--- config.mk ---
export PLATFORM = sky130hd
export DESIGN_NAME = lcd_bus_responder_flat
export DESIGN_NICKNAME = d
export VERILOG_FILES = /design/src/rtl/lcd_bus_responder_if.sv /design/src/rtl/lcd_bus_responder.sv /design/src/flat_wrapper.sv
export SDC_FILE = /design/constraint.sdc
export NUM_CORES = 1
export LEC_CHECK = 0
export ABC_CLOCK_PERIOD_IN_PS = 3100
export CAP_MARGIN = 25
export CORE_ASPECT_RATIO = 1.2
export CORE_MARGIN = 2
export CORE_UTILIZATION = 30
export CTS_CLUSTER_SIZE = 12
export DETAILED_ROUTE_END_ITERATION = 8
export DONT_BUFFER_PORTS = 1
export SYNTH_ARGS = -nofsm -noshare
export SYNTH_HDL_FRONTEND = slang
export SYNTH_SLANG_ARGS = --single-unit
--- constraint.sdc ---
create_clock -name Clock -period 3.1 [get_ports Clock]
set_input_delay 0.465 -clock Clock [delete_from_list [all_inputs] [get_ports Clock]]
set_output_delay 0.465 -clock Clock [all_outputs]
set_load 0.01 [all_outputs]
--- src/rtl/lcd_bus_responder_if.sv ---
// Pin bundle of the 4-bit character-LCD write bus: E strobe, RS, RW and DB[7:4].
// The LCD controller drives it (master); the responder only observes it (slave).
interface lcd_bus_responder_if;
    logic       iLCD_Enabled;
    logic       iLCD_RegisterSelect;
    logic       iLCD_ReadWrite;
    logic [3:0] iLCD_Data;

    modport master (output iLCD_Enabled, iLCD_RegisterSelect, iLCD_ReadWrite, iLCD_Data);
    modport slave  (input  iLCD_Enabled, iLCD_RegisterSelect, iLCD_ReadWrite, iLCD_Data);
endinterface

--- src/rtl/lcd_bus_responder.sv ---
// Receiving end of the 4-bit character-LCD write bus: init tracking, byte assembly, command
// decode, busy window and DDRAM address. Define LCD_TIMING_CHECK_EN to add E-width/gap/busy checks.
module lcd_bus_responder #(
    parameter int T_EHIGH  = 12,
    parameter int T_NIBBLE = 50,
    parameter int T_INIT1  = 205000,
    parameter int T_INIT2  = 5000,
    parameter int T_CMD    = 2000,
    parameter int T_CLEAR  = 82000
) (
    input  logic                      Clock,
    input  logic                      Reset,
    lcd_bus_responder_if.slave        bus,
    output logic                      oInitDone,
    output logic                      oByteValid,
    output logic [7:0]                oByte,
    output logic                      oByteIsData,
    output logic                      oCharWrite,
    output logic [6:0]                oCharAddr,
    output logic [6:0]                oDdramAddr,
    output logic                      oBusy,
    output logic                      oError,
    output logic [2:0]                oErrorCode
);

    typedef enum logic [2:0] {
        INIT_0   = 3'd0,
        INIT_1   = 3'd1,
        INIT_2   = 3'd2,
        INIT_3   = 3'd3,
        READY_HI = 3'd4,
        READY_LO = 3'd5
    } state_e;

    typedef logic [19:0] cnt_t;

    localparam cnt_t CMD_C   = cnt_t'(T_CMD);
    localparam cnt_t CLEAR_C = cnt_t'(T_CLEAR);

    // Address counter skips the unused holes between the two display lines.
    function automatic logic [6:0] addr_inc(input logic [6:0] a);
        if (a == 7'h27) return 7'h40;
        if (a == 7'h67) return 7'h00;
        return a + 7'd1;
    endfunction

    state_e     state_q, state_d;
    logic       e_q, e_d, e_prev_q, e_prev_d;
    logic       rs_q, rs_d, rw_q, rw_d;
    logic [3:0] db_q, db_d;
    logic       nib_rs_q, nib_rs_d, nib_rw_q, nib_rw_d;
    logic [3:0] nib_db_q, nib_db_d;
    logic [3:0] upper_q, upper_d;
    logic       init_done_q, init_done_d;
    logic       byte_valid_q, byte_valid_d;
    logic [7:0] asm_byte_q, asm_byte_d;
    logic       byte_is_data_q, byte_is_data_d;
    logic       char_write_q, char_write_d;
    logic [6:0] char_addr_q, char_addr_d;
    logic [6:0] ddram_addr_q, ddram_addr_d;
    cnt_t       busy_cnt_q, busy_cnt_d;
    logic       error_q, error_d;
    logic [2:0] error_code_q, error_code_d;

    logic       e_fall;
    logic       in_init;
    logic [3:0] exp_nib;
    logic       bad_init;
    logic       accept;
    logic [7:0] new_byte;
    logic       chk_short, chk_gap, chk_busy;

    assign e_fall   = e_prev_q & ~e_q;
    assign in_init  = (state_q == INIT_0) || (state_q == INIT_1) ||
                      (state_q == INIT_2) || (state_q == INIT_3);
    assign exp_nib  = (state_q == INIT_3) ? 4'h2 : 4'h3;
    assign bad_init = in_init && (nib_rs_q || (nib_db_q != exp_nib));
    assign accept   = e_fall && !nib_rw_q && !bad_init;
    assign new_byte = {upper_q, nib_db_q};

    // Pin stage: nibble fields are held from the last cycle the registered E was high.
    always_comb begin
        e_d      = bus.iLCD_Enabled;
        rs_d     = bus.iLCD_RegisterSelect;
        rw_d     = bus.iLCD_ReadWrite;
        db_d     = bus.iLCD_Data;
        e_prev_d = e_q;
        nib_rs_d = nib_rs_q;
        nib_rw_d = nib_rw_q;
        nib_db_d = nib_db_q;
        if (e_q) begin
            nib_rs_d = rs_q;
            nib_rw_d = rw_q;
            nib_db_d = db_q;
        end
    end

`ifdef LCD_TIMING_CHECK_EN
    localparam cnt_t EHIGH_C  = cnt_t'(T_EHIGH);
    localparam cnt_t NIBBLE_C = cnt_t'(T_NIBBLE);
    localparam cnt_t INIT1_C  = cnt_t'(T_INIT1);
    localparam cnt_t INIT2_C  = cnt_t'(T_INIT2);

    function automatic cnt_t sat_inc(input cnt_t v);
        return (v == '1) ? v : v + cnt_t'(1);
    endfunction

    cnt_t high_cnt_q, high_cnt_d;
    cnt_t since_cnt_q, since_cnt_d;
    logic gap_err_q, gap_err_d;
    logic busy_err_q, busy_err_d;
    logic e_rise;
    logic gap_short;

    assign e_rise = e_q & ~e_prev_q;

    // Required gap depends on which nibble the rising strobe is about to deliver.
    always_comb begin
        unique case (state_q)
            INIT_1:   gap_short = since_cnt_q < INIT1_C;
            INIT_2:   gap_short = since_cnt_q < INIT2_C;
            READY_LO: gap_short = since_cnt_q < NIBBLE_C;
            default:  gap_short = 1'b0;
        endcase
    end

    // Gap and busy violations are seen at E rise but reported with that strobe's fall.
    always_comb begin
        high_cnt_d = high_cnt_q;
        if (e_rise)
            high_cnt_d = cnt_t'(1);
        else if (e_q)
            high_cnt_d = sat_inc(high_cnt_q);
        since_cnt_d = e_fall ? '0 : sat_inc(since_cnt_q);
        gap_err_d   = gap_err_q;
        busy_err_d  = busy_err_q;
        if (e_fall) begin
            gap_err_d  = 1'b0;
            busy_err_d = 1'b0;
        end else if (e_rise) begin
            gap_err_d  = gap_short;
            busy_err_d = (busy_cnt_q != '0);
        end
    end

    always_ff @(posedge Clock) begin
        if (Reset) begin
            high_cnt_q  <= '0;
            since_cnt_q <= '0;
            gap_err_q   <= 1'b0;
            busy_err_q  <= 1'b0;
        end else begin
            high_cnt_q  <= high_cnt_d;
            since_cnt_q <= since_cnt_d;
            gap_err_q   <= gap_err_d;
            busy_err_q  <= busy_err_d;
        end
    end

    assign chk_short = high_cnt_q < EHIGH_C;
    assign chk_gap   = gap_err_q;
    assign chk_busy  = busy_err_q;
`else
    assign chk_short = 1'b0;
    assign chk_gap   = 1'b0;
    assign chk_busy  = 1'b0;
`endif

    always_ff @(posedge Clock) begin
        if (Reset)
            state_q <= INIT_0;
        else
            state_q <= state_d;
    end

    // A read strobe leaves the sequence untouched; a bad init nibble restarts it.
    always_comb begin
        state_d = state_q;
        if (e_fall && !nib_rw_q) begin
            unique case (state_q)
                INIT_0:   state_d = bad_init ? INIT_0 : INIT_1;
                INIT_1:   state_d = bad_init ? INIT_0 : INIT_2;
                INIT_2:   state_d = bad_init ? INIT_0 : INIT_3;
                INIT_3:   state_d = bad_init ? INIT_0 : READY_HI;
                READY_HI: state_d = READY_LO;
                READY_LO: state_d = READY_HI;
                default:  state_d = INIT_0;
            endcase
        end
    end

    always_comb begin
        upper_d        = upper_q;
        init_done_d    = init_done_q;
        byte_valid_d   = 1'b0;
        asm_byte_d     = asm_byte_q;
        byte_is_data_d = byte_is_data_q;
        char_write_d   = 1'b0;
        char_addr_d    = char_addr_q;
        ddram_addr_d   = ddram_addr_q;
        busy_cnt_d     = (busy_cnt_q != '0) ? busy_cnt_q - cnt_t'(1) : '0;
        error_d        = 1'b0;
        error_code_d   = 3'd0;

        if (e_fall) begin
            if (bad_init && !nib_rw_q)
                error_code_d = 3'd1;
            else if (chk_short)
                error_code_d = 3'd2;
            else if (chk_gap)
                error_code_d = 3'd3;
            else if (chk_busy)
                error_code_d = 3'd4;
            else if (nib_rw_q)
                error_code_d = 3'd5;
            error_d = (error_code_d != 3'd0);
        end

        if (accept) begin
            unique case (state_q)
                INIT_2: busy_cnt_d = CMD_C;
                INIT_3: begin
                    busy_cnt_d  = CMD_C;
                    init_done_d = 1'b1;
                end
                READY_HI: upper_d = nib_db_q;
                READY_LO: begin
                    byte_valid_d   = 1'b1;
                    asm_byte_d     = new_byte;
                    byte_is_data_d = nib_rs_q;
                    busy_cnt_d     = CMD_C;
                    if (nib_rs_q) begin
                        char_write_d = 1'b1;
                        char_addr_d  = ddram_addr_q;
                        ddram_addr_d = addr_inc(ddram_addr_q);
                    end else if (new_byte == 8'h01 || new_byte == 8'h02 || new_byte == 8'h03) begin
                        ddram_addr_d = 7'h00;
                        busy_cnt_d   = CLEAR_C;
                    end else if (new_byte[7]) begin
                        ddram_addr_d = new_byte[6:0];
                    end
                end
                default: ;
            endcase
        end
    end

    always_ff @(posedge Clock) begin
        if (Reset) begin
            e_q            <= 1'b0;
            e_prev_q       <= 1'b0;
            rs_q           <= 1'b0;
            rw_q           <= 1'b0;
            db_q           <= 4'h0;
            nib_rs_q       <= 1'b0;
            nib_rw_q       <= 1'b0;
            nib_db_q       <= 4'h0;
            upper_q        <= 4'h0;
            init_done_q    <= 1'b0;
            byte_valid_q   <= 1'b0;
            asm_byte_q     <= 8'h00;
            byte_is_data_q <= 1'b0;
            char_write_q   <= 1'b0;
            char_addr_q    <= 7'h00;
            ddram_addr_q   <= 7'h00;
            busy_cnt_q     <= '0;
            error_q        <= 1'b0;
            error_code_q   <= 3'd0;
        end else begin
            e_q            <= e_d;
            e_prev_q       <= e_prev_d;
            rs_q           <= rs_d;
            rw_q           <= rw_d;
            db_q           <= db_d;
            nib_rs_q       <= nib_rs_d;
            nib_rw_q       <= nib_rw_d;
            nib_db_q       <= nib_db_d;
            upper_q        <= upper_d;
            init_done_q    <= init_done_d;
            byte_valid_q   <= byte_valid_d;
            asm_byte_q     <= asm_byte_d;
            byte_is_data_q <= byte_is_data_d;
            char_write_q   <= char_write_d;
            char_addr_q    <= char_addr_d;
            ddram_addr_q   <= ddram_addr_d;
            busy_cnt_q     <= busy_cnt_d;
            error_q        <= error_d;
            error_code_q   <= error_code_d;
        end
    end

    assign oInitDone   = init_done_q;
    assign oByteValid  = byte_valid_q;
    assign oByte       = asm_byte_q;
    assign oByteIsData = byte_is_data_q;
    assign oCharWrite  = char_write_q;
    assign oCharAddr   = char_addr_q;
    assign oDdramAddr  = ddram_addr_q;
    assign oBusy       = (busy_cnt_q != '0);
    assign oError      = error_q;
    assign oErrorCode  = error_code_q;

endmodule

--- src/flat_wrapper.sv ---
// flat-port wrapper written by rule: the top's interface ports become plain ports
module lcd_bus_responder_flat 
#(
    parameter int T_EHIGH  = 12,
    parameter int T_NIBBLE = 50,
    parameter int T_INIT1  = 205000,
    parameter int T_INIT2  = 5000,
    parameter int T_CMD    = 2000,
    parameter int T_CLEAR  = 82000
)
  (Clock, Reset, oInitDone, oByteValid, oByte, oByteIsData, oCharWrite, oCharAddr, oDdramAddr, oBusy, oError, oErrorCode, bus_iLCD_Enabled, bus_iLCD_RegisterSelect, bus_iLCD_ReadWrite, bus_iLCD_Data);
  lcd_bus_responder_if bus_i ();
  input  logic Clock;
  input  logic Reset;
  output logic oInitDone;
  output logic oByteValid;
  output logic [7:0] oByte;
  output logic oByteIsData;
  output logic oCharWrite;
  output logic [6:0] oCharAddr;
  output logic [6:0] oDdramAddr;
  output logic oBusy;
  output logic oError;
  output logic [2:0] oErrorCode;
  input wire logic [$bits(bus_i.iLCD_Enabled)-1:0] bus_iLCD_Enabled;
  input wire logic [$bits(bus_i.iLCD_RegisterSelect)-1:0] bus_iLCD_RegisterSelect;
  input wire logic [$bits(bus_i.iLCD_ReadWrite)-1:0] bus_iLCD_ReadWrite;
  input wire logic [$bits(bus_i.iLCD_Data)-1:0] bus_iLCD_Data;
  assign bus_i.iLCD_Enabled = bus_iLCD_Enabled;
  assign bus_i.iLCD_RegisterSelect = bus_iLCD_RegisterSelect;
  assign bus_i.iLCD_ReadWrite = bus_iLCD_ReadWrite;
  assign bus_i.iLCD_Data = bus_iLCD_Data;
  lcd_bus_responder #(.T_EHIGH(T_EHIGH), .T_NIBBLE(T_NIBBLE), .T_INIT1(T_INIT1), .T_INIT2(T_INIT2), .T_CMD(T_CMD), .T_CLEAR(T_CLEAR)) u_core (.Clock(Clock), .Reset(Reset), .bus(bus_i), .oInitDone(oInitDone), .oByteValid(oByteValid), .oByte(oByte), .oByteIsData(oByteIsData), .oCharWrite(oCharWrite), .oCharAddr(oCharAddr), .oDdramAddr(oDdramAddr), .oBusy(oBusy), .oError(oError), .oErrorCode(oErrorCode));
endmodule
==> results of run 1 <==
==> registers in the layout, summed over array words and instances (netlist names), 3 cells and up <==
register	cells
u_core.nib_db_q	4
u_core.upper_q	4
u_core.oDdramAddr	7
u_core.db_q	4
u_core.state_q	3
u_core.busy_cnt_q	20
u_core.oCharAddr	7
u_core.oByte	8
==> worst max-delay path by stage <==
stage                              start               endpoint  slack, ns  depth (start not counted)
finish              u_core.busy_cnt_q[0]                  oBusy       0.43                          5
global route        u_core.busy_cnt_q[9]                  oBusy       0.32                          3
CTS                 u_core.busy_cnt_q[0]                  oBusy       0.41                          5
detailed placement  u_core.busy_cnt_q[0]  u_core.busy_cnt_q[14]       0.73                          7
global placement    u_core.busy_cnt_q[0]  u_core.busy_cnt_q[14]       0.77                          7
floorplan           u_core.busy_cnt_q[0]                  oBusy       0.81                          7
==> power groups by stage <==
stage          Clock, W  Sequential [W]  Combinational, W
6_report        0.00119         0.00111          0.000618
5_1_grt         0.00125         0.00112          0.000714
4_1_cts         0.00121         0.00111          0.000622
3_5_place_dp          0         0.00112          0.000617
3_3_place_gp          0         0.00112          0.000610
2_1_floorplan         0         0.00109          0.000561
==> cells by family (layout without fill, tap and decap cells) <==
family | count (synthesis) | after routing
xor+xnor | 16 | 16
simple gates | 149 | 149
flops | 69 | 69
mux | 16 | 16
fa+ha+maj | 2 | 2
buf+inv | 24 | 20
other cells | 1 | 1
compound gates | 55 | 55
==> final cells by class <==
cell class | count | share of cell area, %
multi-input combinational | 239 | 42.6
sequential | 69 | 41.8
clock buffer | 10 | 7.22
tap | 123 | 4.65
clock inverter | 6 | 3.29
inverter | 4 | 0.454
==> per-stage QoR <==
| stage | instances | utilization, % | hold slack (ns) | cell area, sq um |
|---|---|---|---|---|
| 5_1_grt | 451 | 34.9 | 0.185 | 3310 |
| 6_report | 451 | 34.9 | 0.198 | 3310 |
| 3_5_place_dp | 435 | 31.3 | 0.454 | 2960 |
| 3_3_place_gp | 435 | 31.3 | 0.434 | 2960 |
| 2_1_floorplan | 332 | - | 0.421 | 2900 |
| 4_1_cts | 451 | 34.9 | 0.187 | 3310 |
==> metal layers <==
metal | vias to the layer above | part of all wire [%] | wire (microns)
li1 | 1123 | - | -
met1 | 1017 | 46 | 2890
met2 | 35 | 47 | 2970
met3 | 8 | 5.1 | 317
met4 | 0 | 1.3 | 80
met5 | - | 0 | 0
==> critical path, stage by stage (launching register included) <==
cell	delay [ns]
dfxtp_1	0.33
inv_1	0.06
ha_1	0.16
or3b_4	0.40
or3_1	0.41
or3_1	0.52
==> layout by cell type (no fill, tap or decap), types with 4 or more instances in the layout <==
cell | Yosys | routed
nand2_1 | 35 | 35
or3_1 | 5 | 5
a21oi_1 | 29 | 29
xnor2_1 | 10 | 10
a211oi_1 | 4 | 4
mux2i_1 | 16 | 16
nand3_1 | 12 | 12
nor3_1 | 11 | 11
nor2_1 | 45 | 45
nor4_1 | 4 | 4
o21ai_0 | 13 | 13
inv_1 | 4 | 4
nor2b_1 | 13 | 13
xor2_1 | 6 | 6
dfxtp_1 | 69 | 69
clkbuf_16 | 0 | 9
==> impl_metrics.json, run 1 <==
{
  "rsz0062_at_grt": "false",
  "finalCritPeriodShare_pct": 86.1,
  "fin_setup_tns_ns": 0,
  "netlist.area_leader.share_pct": 47.6,
  "setup_viol": 0,
  "arrival_ns": 2.20,
  "postSynth.asyncResetShare_pct": 0,
  "finClkSkew_ns": 0.00632,
  "synth_cell_types": 46,
  "ys.flop_type": "dfxtp_1",
  "pre_cts_slack_ns": 0.735,
  "netSwitchingFraction_pct": 28.1,
  "gp_congestion": 0.872,
  "cts_tree": "yes",
  "post_drt_via_cell_ratio": 4.84,
  "hp-start": "Reset",
  "crit_fanout": 6,
  "hold_viol": 0,
  "busiest_layer": "met2",
  "dr.first_iter.drc_count": 79,
  "required_ns": 2.63,
  "r2r_cells": 7,
  "nets": 334,
  "synth_area_sq_mm": 0.00290,
  "syn_area_per_cell_sq_um": 8.74,
  "synthXorXnorAreaFrac_pct": 4.83,
  "wl_mm": 6.25,
  "hold_end": "u_core.state_q[1]",
  "gr-usage-met3_pct": 5.48,
  "synth_nets": 343,
  "multi_input_area_sq_mm": 0.00141,
  "synth_area_leaders": "dfxtp_1 48%, nor2_1 5.8%, mux2i_1 5.5%",
  "die_x_microns": 93.8,
  "vias": 2183,
  "synth.mux.area_fraction_pct": 5.52,
  "synth_compound_area_share_pct": 10.9,
  "cts_root_buf": "clkbuf_16",
  "grt.overflow.total": 0,
  "cts_sinks": 69,
  "yosys_warnings": 0,
  "die_h_microns": 112,
  "clk_latency_ns": 0.33,
  "endpoint_kind": "output port",
  "wl_per_cell_microns": 13.9,
  "worstSetupPathType": "reg -> out",
  "grt_antenna_before_repair": 0,
  "grt_max_degree": 53,
  "clk_pin_slew_ns": 0.06,
  "internal_power_w": 0.00209,
  "initial_utilization_pct": 30.7,
  "fmax_mhz": 375,
  "finalWorstSetupSlack_ns": 0.431,
  "register_area_sq_mm": 0.00138,
  "r2r_start": "u_core.busy_cnt_q[0]",
  "p_clk_share_pct": 40.8,
  "worst_pin_slew_ns": 0.844,
  "r2r_setup_slack_ns": 0.74,
  "yosys.area.top_type": "dfxtp_1",
  "synth-edff-count": 0,
  "htree_levels": 3,
  "min_path_cells": 1,
  "synthesis.instances": 332,
  "hpwl_mm": 4.33,
  "max_slew_margin_pct": 43.3,
  "yosys.area_share.simple_pct": 26.3,
  "grt_pass1_wl_mm": 10.6,
  "hold_class": "in -> reg",
  "maxSlewViolCount": 0,
  "ys_top_cells_by_count": "69 x dfxtp_1, 45 x nor2_1, 35 x nand2_1, 29 x a21oi_1, 16 x mux2i_1",
  "peakVddDrop_uv": 324,
  "drcViolationCount": 0,
  "die_area_sq_mm": 0.0105,
  "p_seq_share_pct": 38.0,
  "finalPower_w": 0.00291,
  "synth_top_family_by_area": "simple AND/OR/NAND/NOR gates",
  "ys_seq_area_share_pct": 47.6,
  "p_leak_nw": 1.21,
  "cts_buffers": 9,
  "drtAntennaViolNets": 0,
  "startpoint_type": "register",
  "maxCapViolCount": 0,
  "switchingPower_w": 0.000819,
  "gr-usage-all-layers_pct": 12.9,
  "drive_gt1_share_pct": 7.01,
  "post-cts-setup-buffers": 0,
  "powerDensity_mw_per_mm2": 880,
  "firstDrtPassIters": 4,
  "cts_buffer_depth": 2,
  "grt_util_met2_pct": 20.3,
  "yosysMostFrequentCell": "dfxtp_1",
  "area.growth.synth_to_final_pct": 14.0,
  "cts_hold_buffers": 0,
  "grt_pass1_vias": 2091,
  "use_met1_pct": 16.0,
  "n_fill_cell": 1022,
  "diodes": 0,
  "period_minus_slack_ns": 2.67,
  "ys_ff_latch": 69,
  "core_sq_mm": 0.00947,
  "synth_adder_area_share_pct": 0.862,
  "reg2reg_to": "u_core.busy_cnt_q[8]",
  "post_cts_resized": 0,
  "status": "finished clean",
  "combPwrFrac_pct": 21.2,
  "boundaryPins": 40,
  "numPortBuffers": 0,
  "placementRows": 39
}
(Power assumes the default switching activity.)
==> run 2, diff against run 1 <==
- SLEW_MARGIN: default -> 20
==> results of run 2 <==
Final layout, timing and power as in run 1 (identical DEF).
==> run 3, diff against run 2 <==
==> constraint.sdc (replaced) <==
create_clock -name Clock -period 3.1 [get_ports Clock]
set_input_delay 0.465 -clock Clock [delete_from_list [all_inputs] [get_ports Clock]]
set_output_delay 0.465 -clock Clock [all_outputs]
set_load 0.005 [all_outputs]
==> run 3 against run 2 <==
Against the previous run:
- maximum frequency is 0.55% lower
- clock skew is 0.0028 ns higher
- critical endpoint unchanged
- cell area is 0.15% higher
- combinational power hardly changed
- critical path type unchanged
==> impl_metrics.json, run 3 (synthesis gave the netlist of run 1 again) <==
{
  "status": "finished clean",
  "finalCritPeriodShare_pct": 86.6,
  "clk_latency_ns": 0.34,
  "cts_buffers": 9,
  "post_drt_via_cell_ratio": 4.93,
  "die_area_sq_mm": 0.0105,
  "drcViolationCount": 0,
  "period_minus_slack_ns": 2.68,
  "clk_pin_slew_ns": 0.06,
  "firstDrtPassIters": 4,
  "endpoint_kind": "output port",
  "grt_max_degree": 53,
  "r2r_start": "u_core.busy_cnt_q[0]",
  "core_sq_mm": 0.00947,
  "drtAntennaViolNets": 0,
  "htree_levels": 3,
  "grt_antenna_before_repair": 0,
  "numPortBuffers": 0,
  "grt_pass1_vias": 2098,
  "mostFrequentLayoutCells": "69 x dfxtp_1, 45 x nor2_1, 35 x nand2_1",
  "boundaryPins": 40,
  "rsz0062_at_grt": "false",
  "required_ns": 2.63,
  "r2r_setup_slack_ns": 0.73,
  "arrival_ns": 2.22,
  "min_path_cells": 1,
  "vias": 2227,
  "post_cts_resized": 0,
  "reg2reg_to": "u_core.busy_cnt_q[14]",
  "placementRows": 39,
  "drive_gt1_share_pct": 7.29,
  "worst_pin_slew_ns": 0.862,
  "grt.overflow.total": 0,
  "cts_tree": "yes",
  "fmax_mhz": 373,
  "p_leak_nw": 1.20,
  "cts_sinks": 69,
  "area.growth.synth_to_final_pct": 14.2,
  "post-cts-setup-buffers": 0,
  "fin_setup_tns_ns": 0,
  "hold_class": "in -> reg",
  "cts_root_buf": "clkbuf_16",
  "maxCapViolCount": 0,
  "initial_utilization_pct": 30.7,
  "die_h_microns": 112,
  "hold_end": "u_core.db_q[2]",
  "gp_congestion": 0.852,
  "peakVddDrop_uv": 313,
  "grt_pass1_wl_mm": 10.5,
  "wl_per_cell_microns": 14.0,
  "cts_hold_buffers": 0,
  "largest_register_ff_count": 20,
  "max_slew_margin_pct": 42.1,
  "worstSetupPathType": "reg -> out",
  "diodes": 0,
  "hp-start": "Reset",
  "nets": 335,
  "largest-register": "u_core.busy_cnt_q",
  "finalPower_w": 0.00291,
  "hpwl_mm": 4.40,
  "dr.first_iter.drc_count": 92,
  "finClkSkew_ns": 0.00908,
  "gr-usage-all-layers_pct": 12.8,
  "startpoint_type": "register",
  "crit_fanout": 6,
  "powerDensity_mw_per_mm2": 880,
  "final_common_cell": "dfxtp_1",
  "wl_mm": 6.33,
  "setup_viol": 0,
  "die_x_microns": 93.8,
  "r2r_cells": 7,
  "cts_buffer_depth": 2,
  "hold_viol": 0,
  "maxSlewViolCount": 0
}
[run 3: cell count changes in the layout (fill, tap and decap cells not counted)]
cell,before,now
clkinvlp_4,0,1
buf_4,0,1
clkbuf_8,1,0
clkinv_2,2,1
inv_6,1,2
[run 3: per-layer routing]
layer | vias up | GRT usage (%) | wire length [microns]
li1 | 1137 | - | -
met1 | 1028 | 15.6 | 2860
met2 | 52 | 20.4 | 3050
met3 | 10 | 5.48 | 338
met4 | 0 | 4.15 | 88
met5 | - | 0 | 0
[run 3: area by class of cell]
cell class	instances	area, sq um
Multi-Input combinational cell	239	1410
Timing Repair Buffer	1	7.51
Clock buffer	9	225
Sequential cell	69	1380
Clock inverter	7	120
Tap cell	123	154
Fill cell	1003	6150
Inverter	4	15.0
[run 3: stage by stage]
step	std cells	area, sq um	setup slack (ns)	util (%)	hold WS, ns
5_1_grt	452	3310	0.318	35.0	0.178
3_5_place_dp	436	2970	0.722	31.4	0.440
4_1_cts	452	3310	0.407	35.0	0.183
6_report	452	3310	0.416	35.0	0.191
2_1_floorplan	332	2900	0.819	-	0.421
3_3_place_gp	436	2970	0.804	31.4	0.434
[run 3: how the worst max path moves through the flow]
stage                              start                     to  slack (ns)  depth (start not counted)
floorplan           u_core.busy_cnt_q[0]                  oBusy        0.82                          7
global placement    u_core.busy_cnt_q[0]  u_core.busy_cnt_q[14]        0.80                          7
detailed placement  u_core.busy_cnt_q[0]  u_core.busy_cnt_q[14]        0.72                          7
CTS                 u_core.busy_cnt_q[0]                  oBusy        0.41                          5
global route        u_core.busy_cnt_q[0]                  oBusy        0.32                          5
finish              u_core.busy_cnt_q[0]                  oBusy        0.42                          5
[run 3: worst max-delay path: stages (launching register included)]
cell	delay (ns)
dfxtp_1	0.32
inv_1	0.06
ha_1	0.17
or3b_4	0.40
or3_1	0.42
or3_1	0.51
[run 3: where the power goes]
part	leakage, nW	switching [W]	internal (W)
clock	0.166	0.000399	0.000789
combinational	0.477	0.000334	0.000286
sequential	0.561	0.000106	0.00100
total	1.20	0.000839	0.00208
